## src/rtl/jpeg_rle_encoder.sv

```systemverilog
// Zigzag coefficient stream -> JPEG DC/AC/ZRL/EOB symbols with amplitude bits; symbol registered one edge after acceptance.
// Backpressure: holds out_* while out_ready_i is low; stalls input during ZRL emission and while the output slot is full.
module jpeg_rle_encoder #(
   parameter int COEF_W = 12
) (
   input  logic                     clk_i,
   input  logic                     rst_i,
   input  logic                     clear_dc_i,
   input  logic                     in_valid_i,
   output logic                     in_ready_o,
   input  logic signed [COEF_W-1:0] in_coef_i,
   output logic                     out_valid_o,
   input  logic                     out_ready_i,
   output logic                     out_dc_o,
   output logic [7:0]               out_sym_o,
   output logic [11:0]              out_amp_o,
   output logic [3:0]               out_amp_size_o,
   output logic                     block_done_o
);

   typedef enum logic [1:0] {ST_ACCEPT, ST_ZRL, ST_SYM} state_t;

   typedef struct packed {
      logic        dc;
      logic [7:0]  sym;
      logic [11:0] amp;
      logic [3:0]  size;
      logic        last;
   } sym_t;

   state_t                    state, state_nxt;
   logic [5:0]                idx, idx_nxt;
   logic [5:0]                run, run_nxt;
   logic signed [12:0]        pred, pred_nxt;
   logic signed [COEF_W-1:0]  hold, hold_nxt;
   sym_t                      out_q, out_nxt;
   logic                      out_vld, vld_nxt;

   logic                      slot_free;
   logic                      accept;
   logic signed [12:0]        coef_x;
   logic signed [12:0]        hold_x;
   logic signed [12:0]        diff;
   logic signed [12:0]        enc_v;
   logic [3:0]                enc_cat;
   logic [11:0]               enc_amp;

   function automatic logic [3:0] cat_of(input logic signed [12:0] v);
      logic [12:0] mag;
      cat_of = 4'd0;
      mag    = v[12] ? 13'(-v) : 13'(v);
      for (int i = 0; i < 13; i++) begin
         if (mag[i]) cat_of = 4'(i + 1);
      end
   endfunction

   // Negative values carry the one's complement, truncated to the category width.
   function automatic logic [11:0] amp_of(input logic signed [12:0] v, input logic [3:0] c);
      logic [11:0] t;
      logic [11:0] mask;
      t      = v[12] ? 12'(v - 13'sd1) : v[11:0];
      mask   = 12'((13'd1 << c) - 13'd1);
      amp_of = t & mask;
   endfunction

   assign coef_x = {{(13-COEF_W){in_coef_i[COEF_W-1]}}, in_coef_i};
   assign hold_x = {{(13-COEF_W){hold[COEF_W-1]}}, hold};
   assign diff   = coef_x - pred;
   assign enc_v  = (state == ST_SYM) ? hold_x : ((idx == 6'd0) ? diff : coef_x);
   assign enc_cat = cat_of(enc_v);
   assign enc_amp = amp_of(enc_v, enc_cat);

   assign slot_free  = !out_vld || out_ready_i;
   assign in_ready_o = (state == ST_ACCEPT) && slot_free && !clear_dc_i && !rst_i;
   assign accept     = in_valid_i && in_ready_o;

   always_comb begin
      state_nxt = state;
      idx_nxt   = idx;
      run_nxt   = run;
      pred_nxt  = pred;
      hold_nxt  = hold;
      out_nxt   = out_q;
      vld_nxt   = out_vld;
      if (slot_free) vld_nxt = 1'b0;

      case (state)
         ST_ACCEPT: begin
            if (accept) begin
               idx_nxt = idx + 6'd1;
               if (idx == 6'd0) begin
                  pred_nxt = coef_x;
                  vld_nxt  = 1'b1;
                  out_nxt  = '{1'b1, {4'h0, enc_cat}, enc_amp, enc_cat, 1'b0};
               end else if (coef_x == 13'sd0) begin
                  if (idx == 6'd63) begin
                     // EOB discards any zeros still counted in run.
                     vld_nxt = 1'b1;
                     out_nxt = '{1'b0, 8'h00, 12'h000, 4'h0, 1'b1};
                     run_nxt = 6'd0;
                  end else begin
                     run_nxt = run + 6'd1;
                  end
               end else if (run >= 6'd16) begin
                  hold_nxt  = in_coef_i;
                  state_nxt = ST_ZRL;
               end else begin
                  vld_nxt = 1'b1;
                  out_nxt = '{1'b0, {run[3:0], enc_cat}, enc_amp, enc_cat, idx == 6'd63};
                  run_nxt = 6'd0;
               end
            end
         end
         ST_ZRL: begin
            if (slot_free) begin
               vld_nxt = 1'b1;
               out_nxt = '{1'b0, 8'hF0, 12'h000, 4'h0, 1'b0};
               run_nxt = run - 6'd16;
               if (run < 6'd32) state_nxt = ST_SYM;
            end
         end
         ST_SYM: begin
            if (slot_free) begin
               // idx has already wrapped to 0 when the parked coefficient was position 63.
               vld_nxt   = 1'b1;
               out_nxt   = '{1'b0, {run[3:0], enc_cat}, enc_amp, enc_cat, idx == 6'd0};
               run_nxt   = 6'd0;
               state_nxt = ST_ACCEPT;
            end
         end
         default: state_nxt = ST_ACCEPT;
      endcase

      if (clear_dc_i) begin
         state_nxt = ST_ACCEPT;
         idx_nxt   = 6'd0;
         run_nxt   = 6'd0;
         pred_nxt  = 13'sd0;
         vld_nxt   = 1'b0;
      end
   end

   always_ff @(posedge clk_i or posedge rst_i) begin
      if (rst_i) begin
         state   <= ST_ACCEPT;
         idx     <= 6'd0;
         run     <= 6'd0;
         pred    <= 13'sd0;
         hold    <= '0;
         out_q   <= '0;
         out_vld <= 1'b0;
      end else begin
         state   <= state_nxt;
         idx     <= idx_nxt;
         run     <= run_nxt;
         pred    <= pred_nxt;
         hold    <= hold_nxt;
         out_q   <= out_nxt;
         out_vld <= vld_nxt;
      end
   end

   assign out_valid_o    = out_vld;
   assign out_dc_o       = out_q.dc;
   assign out_sym_o      = out_q.sym;
   assign out_amp_o      = out_q.amp;
   assign out_amp_size_o = out_q.size;
   assign block_done_o   = out_vld && out_ready_i && out_q.last;

endmodule
```

## config.mk

```make
export PLATFORM = sky130hd
export DESIGN_NAME = jpeg_rle_encoder
export DESIGN_NICKNAME = d
export VERILOG_FILES = /design/src/rtl/jpeg_rle_encoder.sv
export SDC_FILE = /design/constraint.sdc
export NUM_CORES = 1
export LEC_CHECK = 0
export BUFFER_PORTS_ARGS = -buffer_cell sky130_fd_sc_hd__buf_2
export CORE_MARGIN = 2
export CORE_UTILIZATION = 45
export CTS_CLUSTER_DIAMETER = 150
export CTS_CLUSTER_SIZE = 30
export DETAILED_ROUTE_END_ITERATION = 12
export GPL_TIMING_DRIVEN = 0
export MAX_ROUTING_LAYER = met4
export RECOVER_POWER = 25
export SLEW_MARGIN = 20
export SYNTH_ARGS = -nofsm -noshare
export SYNTH_HDL_FRONTEND = slang
export SYNTH_SLANG_ARGS = --single-unit
```

## constraint.sdc

```tcl
create_clock -name clk_i -period 6.5 [get_ports clk_i]
set_input_delay 1.3 -clock clk_i [delete_from_list [all_inputs] [get_ports clk_i]]
set_output_delay 1.3 -clock clk_i [all_outputs]
set_load 0.01 [all_outputs]
```

==> reports/qor.tcl, run 1 <==
set qor(grt_use_met1_pct) 31.14
set qor(report.final.hold_viol_count) 0
set qor(worst_clock_skew_ns) 0.004356
set qor(setup.worst_path.start) {in_coef_i[0]}
set qor(fp.coreArea_mm2) 0.01098
set qor(initial_core_util_pct) 46.56
set qor(number_of_enable_type_register_cells_in_the_synthesized_netlist) 0
set qor(floorplan_die_height_um) 110.6
set qor(place_congestion) 0.9003
set qor(post_synth_main_area_contributors) {sky130_fd_sc_hd__dfrtp_1, sky130_fd_sc_hd__nand2_1, sky130_fd_sc_hd__ha_1, sky130_fd_sc_hd__o21ai_0, sky130_fd_sc_hd__a21oi_1}
set qor(postSynthCellCount) 622
set qor(synthesis.nets) 663
set qor(boundaryPins) 45
set qor(violations) {max-capacitance violations, max-slew violations}
set qor(grt_most_used_layer) {met2}
set qor(yosys.cell_count.top_type) {sky130_fd_sc_hd__nand2_1}
set qor(crit_path_start_kind) {input pin}
set qor(crit-reg2reg-launch) {idx[0]$_DFFE_PP0P_}
set qor(final_period_minus_worst_setup_slack_ns) 5.914
set qor(layout.nets) 718
set qor(powerDensity_mw_per_mm2) 255.2
set qor(tritoncts.num_buffers) 9
set qor(grt_setup_unrepaired) {no}
set qor(detail_route.first_pass.iterations) 5
set qor(drive_gt1_share_pct) 18.91
set qor(dr_iter_0_viols) 376
set qor(synth.lib_cells_used.distinct) 80
set qor(maxSlewViolCount) 32
set qor(hp-class) {reg -> reg}
set qor(cellLeakagePower_nw) 2.531
set qor(route.vias.total) 4755
set qor(antenna_found_initial) 0
set qor(global_route.overflow_total) 0
set qor(synth-seq-area-share_pct) 29.85
set qor(number_of_hold_buffers_added_after_cts) 0
set qor(portion_of_the_clock_cycle_consumed_by_the_worst_path_in_the_final_layout_pct) 90.98
set qor(critical_path_start_end_classification) {in -> reg}
set qor(cts_tree) {done}
set qor(synth.yosys.warnings) 0
set qor(n_fill_cell) 1066
set qor(grt.total_usage_pct) 23.39
set qor(wire_length_of_the_first_global_routing_pass_um) 22740
set qor(clock_latency_ns) 0.34
set qor(achievable-frequency_ghz) 0.1691
set qor(commonest_cells_in_the_netlist) {sky130_fd_sc_hd__nand2_1, sky130_fd_sc_hd__dfrtp_1, sky130_fd_sc_hd__nor2_1}
set qor(run_status) {finished with violations}
set qor(area_of_the_die_mm2) 0.01223
set qor(die_x_um) 110.6
set qor(cell_taking_the_most_area_after_synthesis) {sky130_fd_sc_hd__dfrtp_1}
set qor(min-delay-start) {out_sym_o[5]$_DFFE_PP0P_}
set qor(post-dp-hpwl_um) 10560
set qor(max-vdd-ir-drop_uv) 196.9
set qor(drc) 0
set qor(final.hold.worst_slack_ns) 0.4828
set qor(rows) 38
set qor(number_of_levels_in_the_clock_h_tree) 3
set qor(synth_largest_type_area_fraction_pct) 29.85
set qor(cts_max_path_buffers) 2
set qor(post_cts_resize_count) 0
set qor(ant_nets) 0
set qor(grt_max_degree) 32
set qor(use_met3_pct) 3.238
set qor(worst_pin_slew_ns) 1.718
set qor(ctsRootBufferMaster) {sky130_fd_sc_hd__clkbuf_16}
set qor(wirelength_um) 13600
set qor(insertedDiodeCount) 0
set qor(tritoncts_num_sinks) 61
set qor(drv_cap) 1
set qor(critPathRequiredTime_ns) 6.75
set qor(async_s_r_ff_share_synth_pct) 100.0
set qor(globalRouteMet2Util_pct) 36.24
set qor(route.detailed.vias_per_inst) 5.785
set qor(syn_avg_cell_area_um2) 8.221
set qor(endpoint_kind) {register}
set qor(totalNegativeSetupSlack_ns) 0
set qor(wl_per_cell_um) 16.55
set qor(worst_setup_hold_path_clk_slew_ns) 0.05
set qor(max_slew_margin_pct) -14.55
set qor(cts_setup_buffers) 0
set qor(syn_to_final_growth_pct) 13.78
set qor(crit_arrival_ns) 6.17
set qor(register_bit_count_reported_by_yosys) 61
set qor(syn_area_mm2) 0.005114
set qor(timing.final.setup_violations) 0
set qor(grt_pass1_vias) 4487
set qor(ys_dominant_reg_cell) {sky130_fd_sc_hd__dfrtp_1}
set qor(port_buffers) 43
set qor(maximum_fanout_along_the_worst_path) 7
-- flip-flops by register name, summed over array words and instances, names as in the netlist --
register / count
idx: 6
pred: 12
hold: 12
out_valid_o: 1
state: 2
run: 6
out_dc_o: 1
out_amp_o: 12
out_sym_o: 8
out_q: 1
-- through the flow --
step	power, mW	area [um2]	util (%)	instances	setup slack (ns)
after floorplan	0.8541	5114	-	622	1.250
after global placement	0.9853	5504	50.11	805	0.2149
after detailed placement	0.9969	5527	50.32	806	0.2405
after CTS	1.492	5831	53.09	822	0.5775
after global routing	1.572	5818	52.97	822	0.1696
final	1.485	5818	52.97	822	0.5864
-- worst paths after layout --
path	slack [ns]	cells after the start	endpoint
worst max-delay path	0.59	22	out_amp_o[6]$_DFFE_PP0P_
worst min-delay path	0.48	2	out_sym_o[5]$_DFFE_PP0P_
worst max register to register	1.12	21	out_amp_o[6]$_DFFE_PP0P_
worst min register to register	0.48	2	out_sym_o[5]$_DFFE_PP0P_
max in group asynchronous	3.12	3	hold[3]$_DFFE_PP0P_
min in group asynchronous	1.24	2	run[5]$_DFFE_PP0P_
-- layout make-up --
| type | count | area [um2] | area share, % |
|---|---|---|---|
| Buffer | 51 | 292.8 | 5.032 |
| Clock buffer | 13 | 260.3 | 4.473 |
| Clock inverter | 3 | 43.79 | 0.7527 |
| Inverter | 33 | 125.1 | 2.151 |
| Multi-Input combinational cell | 477 | 3177 | 54.60 |
| Sequential cell | 61 | 1526 | 26.24 |
| Tap cell | 140 | 175.2 | 3.011 |
| Timing Repair Buffer | 44 | 217.7 | 3.742 |
-- per-layer routing --
layer  up-vias  wire length [um]
met5         -                 0
met1      2268              6442
met2       118              6344
met3        24               547
li1       2345                 -
met4         0               265
-- layout by cell type, fill, tap and decap left out, drive strengths merged, types with 5 or more instances in the layout --
| cell type | count |
|---|---|
| and3 | 7 |
| and2 | 7 |
| ha | 23 |
| a21oi | 40 |
| mux2 | 11 |
| clkbuf | 32 |
| buf | 76 |
| nor4 | 5 |
| nand3 | 19 |
| nor2 | 47 |
| nand3b | 5 |
| o31ai | 27 |
| a31oi | 5 |
| inv | 32 |
| nand2 | 81 |
| nor2b | 8 |
| o21ai | 49 |
| mux2i | 12 |
| a211oi | 5 |
| nor3 | 21 |
| or3 | 8 |
| nand2b | 8 |
| o31a | 6 |
| dfrtp | 61 |
| xnor2 | 11 |
| xor2 | 7 |
| a32o | 6 |
-- report_power, final --
part           internal [mW]  switching (mW)  total (mW)  leakage (nW)
sequential             0.417          0.0213       0.438         0.816
combinational          0.235           0.320       0.555          1.57
clock                  0.318           0.174       0.492         0.150
-- worst max-delay path, cell delays in order --
cell                       delay, ns
sky130_fd_sc_hd__buf_2          0.13
sky130_fd_sc_hd__inv_1          0.05
sky130_fd_sc_hd__ha_1           0.16
sky130_fd_sc_hd__inv_1          0.05
sky130_fd_sc_hd__fa_1           0.42
sky130_fd_sc_hd__a211oi_2       0.35
sky130_fd_sc_hd__or3_1          0.16
sky130_fd_sc_hd__a21oi_1        0.09
sky130_fd_sc_hd__o31ai_2        0.48
sky130_fd_sc_hd__o21ai_1        0.23
sky130_fd_sc_hd__nor2_1         0.42
sky130_fd_sc_hd__nand2_1        0.19
sky130_fd_sc_hd__o21ai_0        0.21
sky130_fd_sc_hd__a32oi_1        0.12
sky130_fd_sc_hd__o221a_2        0.37
sky130_fd_sc_hd__nor2_1         0.36
sky130_fd_sc_hd__nand2_1        0.18
sky130_fd_sc_hd__ha_1           0.22
sky130_fd_sc_hd__clkbuf_1       0.18
sky130_fd_sc_hd__nor3_1         0.22
sky130_fd_sc_hd__mux2i_1        0.09
sky130_fd_sc_hd__a22oi_1        0.18
-- cell families after synthesis --
family	Yosys count	share of synthesized area (%)
AO/OA/AOI/OAI	182	24.86
flip-flops	61	29.85
adder cells (fa/ha/maj)	24	6.019
XOR/XNOR	18	3.083
AND/OR/NAND/NOR	230	23.03
multiplexers	23	5.016
buffers and inverters	84	8.148
Note: power is estimated with default switching activity, not from simulation.
==> run 2: changes to the inputs <==
CORE_MARGIN = 3   (was 2)
==> reports/qor.tcl, run 2 (synthesized netlist as in run 1, its figures left out) <==
set qor(fp.coreArea_mm2) 0.01098 ;# unchanged
set qor(syn_to_final_growth_pct) 13.60 ;# was 13.78%
set qor(ctsRootBufferMaster) {sky130_fd_sc_hd__clkbuf_16} ;# unchanged
set qor(layout.nets) 718 ;# unchanged
set qor(route.detailed.vias_per_inst) 5.861 ;# was 5.785
set qor(totalNegativeSetupSlack_ns) 0 ;# unchanged
set qor(antenna_found_initial) 0 ;# unchanged
set qor(critical_path_start_end_classification) {in -> reg} ;# unchanged
set qor(cp_cell_sequence) {buf_2 > inv_1 > ha_1 > inv_1 > fa_1 > a211oi_2 > or3_1 > a21oi_1 > o31ai_2 > o21ai_1 > nor2_2 > nand2_1 > nor4_1 > a221oi_1 > o221a_2 > nor2_1 > nand2_1 > ha_1 > clkbuf_1 > nor3_1 > mux2i_1 > a22oi_1} ;# was buf_2 > inv_1 > ha_1 > inv_1 > fa_1 > a211oi_2 > or3_1 > a21oi_1 > o31ai_2 > o21ai_1 > nor2_1 > nand2_1 > o21ai_0 > a32oi_1 > o221a_2 > nor2_1 > nand2_1 > ha_1 > clkbuf_1 > nor3_1 > mux2i_1 > a22oi_1
set qor(portion_of_the_clock_cycle_consumed_by_the_worst_path_in_the_final_layout_pct) 91.64 ;# was 90.98%
set qor(drc) 0 ;# unchanged
set qor(drv_cap) 1 ;# unchanged
set qor(final.hold.worst_slack_ns) 0.4881 ;# was 0.4828 ns
set qor(clock_latency_ns) 0.34 ;# about the same
set qor(initial_core_util_pct) 46.56 ;# unchanged
set qor(worst_clock_skew_ns) 0.008065 ;# was 0.004356 ns
set qor(dpl_worst_slack_ns) 0.1584 ;# was 0.2405 ns
set qor(worst_path_dominant_cell_family) {simple AND/OR/NAND/NOR gates} ;# was compound AO/OA/AOI/OAI gates
set qor(layout.cells.most_common) {sky130_fd_sc_hd__nand2_1} ;# unchanged
set qor(wl_per_cell_um) 17.20 ;# was 16.55 um
set qor(floorplan_die_height_um) 112.6 ;# was 110.6 um
set qor(tritoncts.num_buffers) 9 ;# unchanged
set qor(rows) 38 ;# unchanged
set qor(powerDensity_mw_per_mm2) 255.4 ;# was 255.2 mW/mm2
set qor(final_period_minus_worst_setup_slack_ns) 5.956 ;# was 5.914 ns
set qor(timing.final.setup_violations) 0 ;# unchanged
set qor(tritoncts_num_sinks) 61 ;# unchanged
set qor(multi_input_comb_area_mm2) 0.003173 ;# was 0.003177 mm2
set qor(cp_num_buf_inv) 4 ;# unchanged
set qor(maxSlewViolCount) 31 ;# was 32
set qor(crit_arrival_ns) 6.21 ;# was 6.17 ns
set qor(worst_pin_slew_ns) 1.643 ;# was 1.718 ns
set qor(detail_route.first_pass.iterations) 6 ;# was 5
set qor(p_total_mw) 1.484 ;# was 1.485 mW
set qor(global_route.overflow_total) 0 ;# unchanged
set qor(boundaryPins) 45 ;# unchanged
set qor(hp-class) {reg -> reg} ;# unchanged
set qor(worst_setup_hold_path_clk_slew_ns) 0.05 ;# about the same
set qor(layout_common_cells) {sky130_fd_sc_hd__nand2_1, sky130_fd_sc_hd__dfrtp_1, sky130_fd_sc_hd__buf_2, sky130_fd_sc_hd__nor2_1, sky130_fd_sc_hd__o21ai_0} ;# unchanged
set qor(maximum_fanout_along_the_worst_path) 7 ;# unchanged
set qor(endpoint_kind) {register} ;# unchanged
set qor(wirelength_um) 14140 ;# was 13600 um
set qor(cpMaxStageDelayCell) {sky130_fd_sc_hd__o31ai_2} ;# unchanged
set qor(dr_iter_0_viols) 317 ;# was 376
set qor(cpPeakStageDelay_ns) 0.49 ;# was 0.48 ns
set qor(achievable-frequency_ghz) 0.1679 ;# was 0.1691 GHz
set qor(violations) {max-capacitance violations, max-slew violations} ;# unchanged
set qor(grt_setup_unrepaired) {no} ;# unchanged
set qor(final_cell_count_no_fill) 822 ;# unchanged
set qor(cts_max_path_buffers) 2 ;# unchanged
set qor(setup_slack_ns) 0.5437 ;# was 0.5864 ns
set qor(run_status) {finished with violations} ;# unchanged
set qor(grt_max_degree) 33 ;# was 32
set qor(ant_nets) 0 ;# unchanged
set qor(max-vdd-ir-drop_uv) 175.8 ;# was 196.9 uV
set qor(cellLeakagePower_nw) 2.526 ;# was 2.531 nW
set qor(seq_area_mm2) 0.001526 ;# unchanged
set qor(port_buffers) 43 ;# unchanged
set qor(place_congestion) 0.9066 ;# was 0.9003
set qor(n_fill_cell) 1081 ;# was 1066
set qor(insertedDiodeCount) 0 ;# unchanged
set qor(post-dp-hpwl_um) 10910 ;# was 10560 um
set qor(cts_setup_buffers) 0 ;# unchanged
set qor(die_x_um) 112.6 ;# was 110.6 um
set qor(report.final.hold_viol_count) 0 ;# unchanged
set qor(wire_length_of_the_first_global_routing_pass_um) 23450 ;# was 22740 um
set qor(grt_pass1_vias) 4707 ;# was 4487
set qor(area_of_the_die_mm2) 0.01268 ;# was 0.01223 mm2
set qor(number_of_levels_in_the_clock_h_tree) 3 ;# unchanged
set qor(grt.total_usage_pct) 23.62 ;# was 23.39%
set qor(crit_path_start_kind) {input pin} ;# unchanged
set qor(critPathRequiredTime_ns) 6.75 ;# about the same
set qor(dpl.cell_count) 806 ;# unchanged
set qor(drive_gt1_share_pct) 19.21 ;# was 18.91%
set qor(route.vias.total) 4818 ;# was 4755
set qor(max_slew_margin_pct) -9.528 ;# was -14.55%
set qor(cts_tree) {done} ;# unchanged
## run 2: per-stage QoR
step                      util (%)  area [um2]
after floorplan                  -        5114
after global placement       50.11        5504
after detailed placement     50.32        5527
after CTS                    53.04        5826
after global routing         52.89        5809
final                        52.89        5809
## run 2: cell type report
class	count	area share (%)
plain buffers	51	5.040
clock buffers	9	3.877
clock inverters	7	1.271
inverters	33	2.154
multi-input cells	477	54.62
flip-flops and latches	61	26.28
well taps	140	3.015
repair buffers	44	3.748
## run 2: repair_timing
item,in CTS,in global routing
endpoints found under the setup margin,0,4
gates resized for setup,0,1
hold buffers,0,0
## run 2: power breakdown
group | total, mW | switching, mW | leakage, nW | internal [mW]
Combinational | 0.559 | 0.324 | 1.56 | 0.235
Sequential | 0.439 | 0.0223 | 0.816 | 0.417
Clock | 0.486 | 0.188 | 0.146 | 0.298
## run 2: worst paths after layout
| check | startpoint | to | slack [ns] | depth (start not counted) |
|---|---|---|---|---|
| max in group asynchronous | rst_i | out_amp_o[4]$_DFFE_PP0P_ | 3.17 | 3 |
| min in group asynchronous | rst_i | state[0]$_DFFE_PP0P_ | 1.26 | 2 |
| worst min register to register | out_amp_o[4]$_DFFE_PP0P_ | out_amp_o[4]$_DFFE_PP0P_ | 0.49 | 2 |
| worst max-delay path | in_coef_i[0] | out_amp_o[6]$_DFFE_PP0P_ | 0.54 | 22 |
| worst min-delay path | out_amp_o[4]$_DFFE_PP0P_ | out_amp_o[4]$_DFFE_PP0P_ | 0.49 | 2 |
| worst max register to register | idx[0]$_DFFE_PP0P_ | out_amp_o[6]$_DFFE_PP0P_ | 1.12 | 21 |
## run 2: routing by layer
| metal | global-route usage, % | up-vias | routed length, um |
|---|---|---|---|
| met1 | 30.75 | 2320 | 6588 |
| met3 | 3.612 | 27 | 616 |
| li1 | - | 2339 | - |
| met4 | 10.18 | 0 | 429 |
| met5 | - | - | 0 |
| met2 | 36.57 | 132 | 6504 |
## run 2: tightest hold or removal path: stages (launching register included)
cell,delay (ns)
sky130_fd_sc_hd__dfrtp_1,0.34
sky130_fd_sc_hd__nand2_1,0.05
sky130_fd_sc_hd__o31ai_1,0.06
